--- config.mk ---
export PLATFORM = sky130hd
export DESIGN_NAME = mod_exp
export DESIGN_NICKNAME = d
export VERILOG_FILES = /design/src/rtl/mod_exp.sv
export SDC_FILE = /design/constraint.sdc
export NUM_CORES = 1
export LEC_CHECK = 0
export CORE_AREA = 2 2 105 107
export DETAILED_ROUTE_END_ITERATION = 7
export DIE_AREA = 0 0 107 109
export MAX_ROUTING_LAYER = met4
export PLACE_DENSITY = 0.75
export SKIP_CTS_REPAIR_TIMING = 1
export SYNTH_ARGS = -nofsm -noshare
export SYNTH_HDL_FRONTEND = slang
export SYNTH_SLANG_ARGS = --single-unit
--- constraint.sdc ---
create_clock -name clk_in -period 2.41 [get_ports clk_in]
set_input_delay 0.482 -clock clk_in [delete_from_list [all_inputs] [get_ports clk_in]]
set_output_delay 0.482 -clock clk_in [all_outputs]
set_load 0.05 [all_outputs]
--- src/rtl/mod_exp.sv ---
// Modular exponentiation engine: right-to-left square-and-multiply.
// Every product is requested from an external a*b mod m responder.
module mod_exp #(
   parameter int WIDTH = 16
) (
   input  logic             clk_in,
   input  logic             rst_in,
   input  logic             ready_in,
   input  logic [WIDTH-1:0] base_in,
   input  logic [WIDTH-1:0] exponent_in,
   input  logic [WIDTH-1:0] modulus_in,
   output logic [WIDTH-1:0] result_out,
   output logic             busy_out,
   output logic             valid_out,
   output logic             mul_ready_out,
   output logic [WIDTH-1:0] mul_a_out,
   output logic [WIDTH-1:0] mul_b_out,
   output logic [WIDTH-1:0] mul_modulus_out,
   input  logic             mul_busy_in,
   input  logic             mul_valid_in,
   input  logic [WIDTH-1:0] mul_result_in
);

   typedef enum logic [2:0] {
      S_IDLE,
      S_CHECK,
      S_MUL_REQ,
      S_MUL_WAIT,
      S_SQR_REQ,
      S_SQR_WAIT,
      S_DONE
   } state_e;

   state_e           state_q, state_d;
   logic [WIDTH-1:0] acc_q, acc_d;
   logic [WIDTH-1:0] b_q, b_d;
   logic [WIDTH-1:0] e_q, e_d;
   logic [WIDTH-1:0] m_q, m_d;
   logic [WIDTH-1:0] op_a_q, op_a_d;
   logic [WIDTH-1:0] op_b_q, op_b_d;
   logic [WIDTH-1:0] result_q, result_d;
   logic             busy_q, busy_d;
   logic             last_busy_q;
   logic             mul_req;

   always_comb begin
      // NOTE: every signal gets its hold value first, so no path through the case infers a latch.
      state_d  = state_q;
      acc_d    = acc_q;
      b_d      = b_q;
      e_d      = e_q;
      m_d      = m_q;
      op_a_d   = op_a_q;
      op_b_d   = op_b_q;
      result_d = result_q;
      busy_d   = busy_q;
      mul_req  = 1'b0;

      case (state_q)
         S_IDLE: begin
            if (ready_in && !busy_q) begin
               b_d     = base_in;
               e_d     = exponent_in;
               m_d     = modulus_in;
               acc_d   = WIDTH'(1);
               busy_d  = 1'b1;
               state_d = S_CHECK;
            end
         end

         S_CHECK: begin
            if (m_q <= WIDTH'(1)) begin
               acc_d   = '0;
               state_d = S_DONE;
            end else if (e_q == '0) begin
               acc_d   = WIDTH'(1);
               state_d = S_DONE;
            end else if (e_q[0]) begin
               op_a_d  = acc_q;
               op_b_d  = b_q;
               state_d = S_MUL_REQ;
            end else begin
               op_a_d  = b_q;
               op_b_d  = b_q;
               state_d = S_SQR_REQ;
            end
         end

         // A request is held back while the responder still reports busy.
         S_MUL_REQ: begin
            if (!mul_busy_in) begin
               mul_req = 1'b1;
               state_d = S_MUL_WAIT;
            end
         end

         S_MUL_WAIT: begin
            if (mul_valid_in) begin
               acc_d = mul_result_in;
               if ((e_q >> 1) == '0) begin
                  state_d = S_DONE;
               end else begin
                  op_a_d  = b_q;
                  op_b_d  = b_q;
                  state_d = S_SQR_REQ;
               end
            end
         end

         S_SQR_REQ: begin
            if (!mul_busy_in) begin
               mul_req = 1'b1;
               state_d = S_SQR_WAIT;
            end
         end

         S_SQR_WAIT: begin
            if (mul_valid_in) begin
               b_d     = mul_result_in;
               e_d     = e_q >> 1;
               state_d = S_CHECK;
            end
         end

         S_DONE: begin
            result_d = acc_q;
            busy_d   = 1'b0;
            state_d  = S_IDLE;
         end

         default: state_d = S_IDLE;
      endcase
   end

   always_ff @(posedge clk_in) begin
      // NOTE: state registers use non-blocking assignments so all of them update together on the edge.
      if (rst_in) begin
         state_q  <= S_IDLE;
         acc_q    <= '0;
         b_q      <= '0;
         e_q      <= '0;
         m_q      <= '0;
         op_a_q   <= '0;
         op_b_q   <= '0;
         result_q <= '0;
         busy_q   <= 1'b0;
      end else begin
         state_q  <= state_d;
         acc_q    <= acc_d;
         b_q      <= b_d;
         e_q      <= e_d;
         m_q      <= m_d;
         op_a_q   <= op_a_d;
         op_b_q   <= op_b_d;
         result_q <= result_d;
         busy_q   <= busy_d;
      end
   end

   // Cleared under reset so no completion pulse follows a reset taken while busy.
   always_ff @(posedge clk_in) begin
      last_busy_q <= rst_in ? 1'b0 : busy_q;
   end

   assign result_out      = result_q;
   assign busy_out        = busy_q;
   assign valid_out       = last_busy_q && !busy_q;
   assign mul_ready_out   = mul_req;
   assign mul_a_out       = op_a_q;
   assign mul_b_out       = op_b_q;
   assign mul_modulus_out = m_q;

endmodule
==> results.cfg <==
[yosys]
synth-adder-area-share_pct = 0
synth_common_cells = dfxtp_1, nand2_1, nor2_1
synth_top_cell_by_area = dfxtp_1
synth_compound_area_share_pct = 14.7
syn_nets = 649
synth_top_family_by_area = simple AND/OR/NAND/NOR gates
yosys_register_bits = 117
synthCells = 580
synth_edf_count = 0
ys_types = 40
synth_area_per_cell_um2 = 8.49
ys_seq_area_share_pct = 47.6
synth-simple-area-share_pct = 23.6
synthArstFlopShare_pct = 0
synthMuxAreaShare_pct = 9.15
yosys.area.top_type_share_pct = 47.6
synth-xor-area-share_pct = 0.178
synth_flop_cell = dfxtp_1
syn-cell-area_um2 = 4920
synth_area_leaders = dfxtp_1, mux2i_1, nand2_1, a311oi_1, nor2_1
ys.warnings.count = 0

[placement]
place_ws_ps = 55.9
numPortBuffers = 135
gp_congestion = 0.838
hpwl_um = 9170
place_area_um2 = 6440

[timing]
drv_slew = 0
tns_ps = 0
fmax_mhz = 430
finalSetupViolCount = 0
tightest_slew_ps = 852
skew_ps = 10.6
setup_slack_ps = 85.4
rsz0062_at_grt = no
period_needed_ps = 2320
hold_viol = 0
period_share_pct = 96.5
maxSlewHeadroom_pct = 43.0

[pwr]
p_comb_share_pct = 24.1
power.total_mw = 6.64
ir_drop_uv = 485
leakagePower_nw = 2.63
switchingPower_mw = 2.08
powerDensity_nw_per_um2 = 938
swShare_pct = 31.4
p_int_mw = 4.56
clkPwrFrac_pct = 41.2
power_frac_seq_pct = 34.7

[clocking]
cts.clk_slew.worst_paths_ps = 60
htree_levels = 4
worstSkewPairLatency_ps = 520
clock_sinks = 117
cts_tree = built
numCtsBuffers = 17
max-clock-path-buffers = 2
ctsRootBufferMaster = clkbuf_8

[floorplan]
die_w_um = 107
core_um2 = 10600
dieArea_um2 = 11700
rows = 38
io_pins = 136
dieHeight_um = 109
start_util_pct = 46.4

[route]
totalWireLength_um = 13800
drtAntennaViolNets = 0
drt_iter0_markers = 220
via_per_inst = 5.47
drcViolationCount = 0
routed-via-count = 4684
dr.pass1.iters = 4
wire_per_inst_um = 16.2

[setup_path]
path_max_fanout = 6
cp-end-kind = primary output
worstPathArrival_ps = 1840
worstPathRequired_ps = 1930
critPathKind = register to primary output
worst_setup_path_start_kind = register

[global_route]
grt_max_degree = 51
overflow = 0
grt_usage_pct = 25.0
antenna_found_initial = 0
grt_pass1_wl_um = 22300
grt_pass1_vias = 4600

[min_path]
hold_class = input port to register

[final_layout]
drive_gt1_share_pct = 8.65
areaGrowthSynthToFinish_pct = 43.7
final_area_um2 = 7080
antenna_cells = 0
nets = 774
postLayoutCoreUtil_pct = 66.8

[job]
maxCapViolations = 0

[run_status]
status = finished clean
-- placed cells by master (no fill, tap or decap), drive strengths merged, types with 2 or more instances in the layout --
cell	synthesis	final
a211o	2	2
a211oi	15	15
a21oi	39	39
a221oi	2	2
a311oi	32	32
and4	2	2
buf	22	20
bufinv	0	5
clkbuf	25	17
clkdlybuf4s50	0	133
clkinv	0	6
dfxtp	117	117
inv	5	7
mux2i	45	45
nand2	119	119
nand2b	17	17
nand3	34	34
nor2	72	72
nor2b	5	5
nor3	6	6
nor4	6	6
o21ai	4	4
-- stage by stage --
stage          std cells  hold WS [ps]
2_1_floorplan        580           446
3_3_place_gp         826           444
3_5_place_dp         826           450
4_1_cts              857           410
5_1_grt              857           443
6_report             857           420
-- cell type report --
class                   count  area [um2]
fillers                   850        3520
multi-input cells         411        2360
clock buffers              17         414
well taps                 140         175
flip-flops and latches    117        2340
repair buffers            153        1540
clock inverters            14         226
inverters                   5        18.8
-- critical path, stage by stage, from the launching register on --
cell and delay, ps:
dfxtp_1 360, nor2b_1 150, clkdlybuf4s50_1 820
-- layer usage --
layer / up-vias / routed length (um) / global-route usage [%] / part of all wire [%]
met4: 0 / 269 / 9.55 / 1.9
met5: - / 0 / - / 0
met3: 23 / 889 / 4.90 / 6.4
met1: 2191 / 5790 / 30.5 / 42
met2: 197 / 6890 / 41.2 / 50
li1: 2273 / - / - / -
-- final timing paths --
path	startpoint	end	slack (ps)	cells past startpoint
min	rst_in	e_q[15]	420	2
min reg2reg	result_out[3]	result_out[3]	460	2
max reg2reg	state_q[1]	mul_a_out[5]	140	5
max	busy_out	valid_out	90	2
-- cells by family after synthesis --
family | after synthesis
simple gates | 265
mux | 45
compound gates | 100
buf+inv | 52
flops | 117
xor+xnor | 1
-- registers in the layout, summed over array words and instances, names as in the netlist --
| signal | cells |
|---|---|
| state_q | 3 |
| acc_q | 16 |
| mul_modulus_out | 16 |
| last_busy_q | 1 |
| e_q | 16 |
| mul_b_out | 16 |
| result_out | 16 |
| b_q | 16 |
| busy_out | 1 |
| mul_a_out | 16 |
-- power groups by stage --
stage / logic (mW) / registers, mW / clock network, mW
finish: 1.60 / 2.30 / 2.74
global route: 1.71 / 2.33 / 2.85
CTS: 1.60 / 2.30 / 2.75
detailed placement: 1.59 / 2.34 / 0
global placement: 1.54 / 2.33 / 0
floorplan: 0.770 / 2.61 / 0
(Power assumes the default switching activity.)
